**config.mk**
```make
export PLATFORM = sky130hd
export DESIGN_NAME = mult_seq
export DESIGN_NICKNAME = d
export VERILOG_FILES = /design/src/rtl/mult_seq.sv
export SDC_FILE = /design/constraint.sdc
export NUM_CORES = 1
export LEC_CHECK = 0
export ABC_AREA = 1
export ABC_CLOCK_PERIOD_IN_PS = 2050
export BUFFER_PORTS_ARGS = -buffer_cell sky130_fd_sc_hd__buf_2
export CAP_MARGIN = 5
export CELL_PAD_IN_SITES_DETAIL_PLACEMENT = 1
export CELL_PAD_IN_SITES_GLOBAL_PLACEMENT = 2
export CORE_ASPECT_RATIO = 0.9
export CORE_MARGIN = 5
export CORE_UTILIZATION = 29
export CTS_CLUSTER_DIAMETER = 80
export DETAILED_ROUTE_END_ITERATION = 10
export PLACE_DENSITY_LB_ADDON = 0.1
export SYNTH_ARGS = -nofsm -noshare
export SYNTH_HDL_FRONTEND = slang
export SYNTH_SLANG_ARGS = --single-unit
```
**constraint.sdc**
```tcl
create_clock -name clk -period 2.05 [get_ports clk]
set_clock_uncertainty 0.2 [all_clocks]
set_input_delay 0 -clock clk [delete_from_list [all_inputs] [get_ports clk]]
set_output_delay 0 -clock clk [all_outputs]
set_load 0.1 [all_outputs]
```
**src/rtl/mult_seq.sv**
```systemverilog
// Iterative 64x64 shift-add multiplier: MUL (low half), UMULH and SMULH (high half).
// One multiplier bit per clock; signed ops run on magnitudes and are negated at the end.
module mult_seq (
  input  logic        clk,
  input  logic        reset,
  input  logic        start,
  input  logic [1:0]  op,
  input  logic [63:0] a,
  input  logic [63:0] b,
  output logic        busy,
  output logic        done,
  output logic [63:0] result
);

  typedef enum logic [1:0] {
    S_IDLE = 2'd0,
    S_RUN  = 2'd1,
    S_FIX  = 2'd2,
    S_DONE = 2'd3
  } state_t;

  localparam logic [1:0] OP_MUL   = 2'b00;
  localparam logic [1:0] OP_UMULH = 2'b01;
  localparam logic [1:0] OP_SMULH = 2'b10;

  state_t      state_q, state_d;
  logic [63:0] hi_q, hi_d;
  logic [63:0] lo_q, lo_d;
  logic [63:0] mcand_q, mcand_d;
  logic [5:0]  count_q, count_d;
  logic [1:0]  op_q, op_d;
  logic        neg_q, neg_d;
  logic [63:0] result_q, result_d;
  logic        busy_q, busy_d;
  logic        done_q, done_d;

  logic [64:0]  sum;
  logic [127:0] prod;
  logic [63:0]  abs_a, abs_b;

  always_ff @(posedge clk) begin
    if (reset) begin
      state_q  <= S_IDLE;
      hi_q     <= '0;
      lo_q     <= '0;
      mcand_q  <= '0;
      count_q  <= '0;
      op_q     <= OP_MUL;
      neg_q    <= 1'b0;
      result_q <= '0;
      busy_q   <= 1'b0;
      done_q   <= 1'b0;
    end else begin
      state_q  <= state_d;
      hi_q     <= hi_d;
      lo_q     <= lo_d;
      mcand_q  <= mcand_d;
      count_q  <= count_d;
      op_q     <= op_d;
      neg_q    <= neg_d;
      result_q <= result_d;
      busy_q   <= busy_d;
      done_q   <= done_d;
    end
  end

  always_comb begin
    state_d  = state_q;
    hi_d     = hi_q;
    lo_d     = lo_q;
    mcand_d  = mcand_q;
    count_d  = count_q;
    op_d     = op_q;
    neg_d    = neg_q;
    result_d = result_q;
    abs_a    = a[63] ? (64'd0 - a) : a;
    abs_b    = b[63] ? (64'd0 - b) : b;
    sum      = lo_q[0] ? ({1'b0, hi_q} + {1'b0, mcand_q}) : {1'b0, hi_q};
    prod     = neg_q ? (128'd0 - {hi_q, lo_q}) : {hi_q, lo_q};

    case (state_q)
      S_IDLE: begin
        if (start) begin
          op_d    = op;
          hi_d    = '0;
          count_d = '0;
          if (op == OP_SMULH) begin
            mcand_d = abs_a;
            lo_d    = abs_b;
            neg_d   = a[63] ^ b[63];
          end else begin
            mcand_d = a;
            lo_d    = b;
            neg_d   = 1'b0;
          end
          state_d = S_RUN;
        end
      end
      S_RUN: begin
        // the 129-bit {sum, lo} shifted right by one
        {hi_d, lo_d} = {sum, lo_q[63:1]};
        count_d      = count_q + 6'd1;
        if (count_q == 6'd63) begin
          state_d = S_FIX;
        end
      end
      S_FIX: begin
        if (op_q == OP_UMULH || op_q == OP_SMULH) begin
          result_d = prod[127:64];
        end else begin
          result_d = prod[63:0];
        end
        state_d = S_DONE;
      end
      default: begin
        state_d = S_IDLE;
      end
    endcase

    busy_d = (state_d == S_RUN) || (state_d == S_FIX);
    done_d = (state_d == S_DONE);
  end

  assign busy   = busy_q;
  assign done   = done_q;
  assign result = result_q;

endmodule
```
==> results.toml <==
[status]
status = "complete, but fails checks"
violations = "hold timing, setup timing"

[critical_path]
worst-path-max-fanout = 4
worstSetupStartpointType = "flop"
rr_endpoint = "hi_q[41]$_SDFFE_PP0P_"
crit_type = "reg -> reg"
crit_buf_inv = 1
critPathTopFamily = "simple AND/OR/NAND/NOR gates"
cp-end-kind = "flop"
cpMaxStageDelayCell = "fa_2"
cp-startpoint = "hi_q[0]$_SDFFE_PP0P_"
r2r_cells = 16
critPathRequiredTime_ns = 2.34
path_cells = "ha_4, inv_4, fa_2, nor2_4, nand3_2, nand3_4, nand2_4, nand2_4, nand2_4, nand2_8, nand2_2, nand2_1, nand2_1, nand3_1, nand2_1, a21oi_1"
path_depth = 16
r2r_start = "hi_q[0]$_SDFFE_PP0P_"
reg2reg_slack_ns = -0.41
critPathCapture = "hi_q[41]$_SDFFE_PP0P_"
cp.arrival_ns = 2.74
worst_path_largest_cell_delay_ns = 0.42

[timing]
drv_slew = 0
timing.final.ws_setup_ns = -0.4069
timing.final.crit_share_pct = 119.8
post-route-min-period_ns = 2.457
setup_violations = 135
max-slew-margin-rel_pct = 35.83
holdWs_ns = -0.03282
rsz0062_at_grt = "yes"
fmax_mhz = 407.0
tightest_slew_ns = 0.9625
setup-tns-final_ns = -31.21
hold_violations = 3

[routing]
viasPerCell = 5.217
num_vias = 37570
drt_first_pass_iters = 5
routed_wl_um = 165300
drt_iter0_drc = 2915
antenna_left = 0
drc = 0
wl_per_cell_um = 22.95

[power_and_ir_drop]
power_density_nw_per_um2 = 525.3
leakagePower_nw = 22.55
peakVddDrop_uv = 491.0
p_total_mw = 24.26

[final_layout]
final_common_cell = "nand2_1"
final_util_pct = 51.80
finalNetCount = 6210
antenna_cells = 0
final_cell_mix = "982 x nand2_1, 897 x buf_4, 595 x inv_1"
fillers = 11440
final_cells = 7202
areaGrowthSynthToFinish_pct = 78.01
fin_area_sq_um = 46170
final_layout_size_suffix_gt1_share_pct = 45.49

[job]
cap_violations = 0

[placed_design]
post-place-ws_ns = -0.6574
placed_cell_area_sq_um = 35310
gp_congestion = 0.9732
placed_cells = 6821
numPortBuffers = 198
dp_hpwl_um = 129300

[floorplan]
fp.dieW_um = 325.3
die_y_um = 293.7
coreArea_sq_um = 89140
die_area_sq_um = 95540
initial_core_util_pct = 29.10
ios = 199
rows = 104

[yosys]
yosysUniqueCellTypes = 59
postSynthCellCount = 4683
synth.net_count = 4885
async_flop_share_pct = 0
synth.avg_cell_area_sq_um = 5.539
syn_area_sq_um = 25940
yosysWarnings = 0
synth-seq-area-share_pct = 20.76
synth_edf_count = 0
synth.ff_latch_count = 269
synthFlopType = "dfxtp_1"

[grt]
grt_overflow = 0
grt_max_degree = 68
antenna_found_initial = 3
grt_pass1_vias = 36830
grtUsageTotal_pct = 32.04
grt_pass1_wl_um = 234700

[worst_hold_path]
hold_path.class = "in -> reg"

[clock_network]
clk_latency_ns = 0.59
numCtsBuffers = 39
ctsHtreeMaxLevel = 2
tritoncts = "done"
clkSinkCount = 269
clkTransAtPathRegs_ns = 0.06
cts_buffer_depth = 3
root_buffer = "clkbuf_16"
## sequential cells by signal, indices dropped and copies added (netlist names)
register / flops
state_q: 2
hi_q: 64
result: 64
count_q: 6
lo_q: 64
mcand_q: 64
done: 1
op_q: 2
neg_q: 1
busy: 1
## power by group
group | total [mW] | internal [mW] | switching, mW | leakage (nW)
sequential | 5.98 | 5.50 | 0.484 | 2.27
clock | 7.07 | 4.22 | 2.86 | 0.645
combinational | 11.2 | 4.79 | 6.41 | 19.6
## cell families after synthesis
family	Yosys count	share of synthesized area (%)
adder cells (fa/ha/maj)	69	3.357
AO/OA/AOI/OAI	809	17.14
AND/OR/NAND/NOR	2588	43.84
XOR/XNOR	39	1.317
flip-flops	269	20.76
buffers and inverters	909	13.58
## worst min-delay path, delay by kind of cell
kind | cells | cell delay, ns
and+or+nand+nor | 4 | 0.31
buffers and inverters | 4 | 0.39
## area by class of cell
type                    instances  area, sq um  share of cell area [%]
multi-input cells            3505        22820                   49.43
repair buffers               1437        11830                   25.63
flip-flops and latches        269         5739                   12.43
inverters                     755         3020                   6.541
well taps                    1166         1459                   3.160
clock buffers                  51         1081                   2.341
clock inverters                18        203.9                  0.4417
repair inverters                1        16.27                 0.03523
## routing by layer
layer	routed length (um)	track usage [%]
met2	71670	50.02
met4	4631	7.127
met1	78860	47.25
met5	0	0
met3	10140	3.914
## worst min-delay path by stage
| stage | start | cells after the start | end | slack [ns] |
|---|---|---|---|---|
| 2_1_floorplan | op[1] | 2 | op_q[1]$_SDFFE_PP0P_ | -0.06 |
| 3_3_place_gp | reset | 2 | hi_q[1]$_SDFFE_PP0P_ | 0.05 |
| 3_5_place_dp | reset | 2 | hi_q[1]$_SDFFE_PP0P_ | 0.06 |
| 4_1_cts | a[21] | 8 | mcand_q[25]$_SDFFE_PP0P_ | 0.01 |
| 5_1_grt | op[0] | 8 | mcand_q[58]$_SDFFE_PP0P_ | 0.02 |
| 6_report | op[0] | 8 | mcand_q[58]$_SDFFE_PP0P_ | -0.03 |
## cells in the mapped netlist, drive strengths merged, types with 2 or more instances
| cell | number | area, sq um |
|---|---|---|
| a31oi | 56 | 350.3 |
| nand4 | 126 | 800.8 |
| clkbuf | 95 | 356.6 |
| or2 | 25 | 156.4 |
| o22ai | 3 | 18.77 |
| nand3 | 400 | 2115 |
| nand3b | 12 | 90.09 |
| a221oi | 2 | 17.52 |
| a22oi | 41 | 307.8 |
| nor3 | 55 | 306.6 |
| xor2 | 31 | 271.5 |
| a21oi | 363 | 1851 |
| o21ai | 297 | 1535 |
| nor2 | 546 | 2338 |
| inv | 752 | 2828 |
| o221ai | 9 | 78.83 |
| and2 | 6 | 40.04 |
| nor4 | 10 | 62.56 |
| xnor2 | 8 | 70.07 |
| o31ai | 5 | 37.54 |
| dfxtp | 269 | 5385 |
| clkinv | 3 | 13.76 |
| ha | 68 | 850.8 |
| buf | 59 | 325.3 |
| o211ai | 24 | 180.2 |
| nand2 | 1404 | 5435 |
| o21bai | 6 | 45.04 |
## repair_timing
item / 4_1_cts / 5_1_grt
resized for setup: 1245 / 676
pin swaps: 348 / 388
setup buffers: 88 / 97
hold buffers: 144 / 13
gates cloned: 1 / 1
endpoints found under the setup margin: 125 / 215
hold endpoints to repair: 269 / 15
Note: power is estimated with default switching activity, not from simulation.
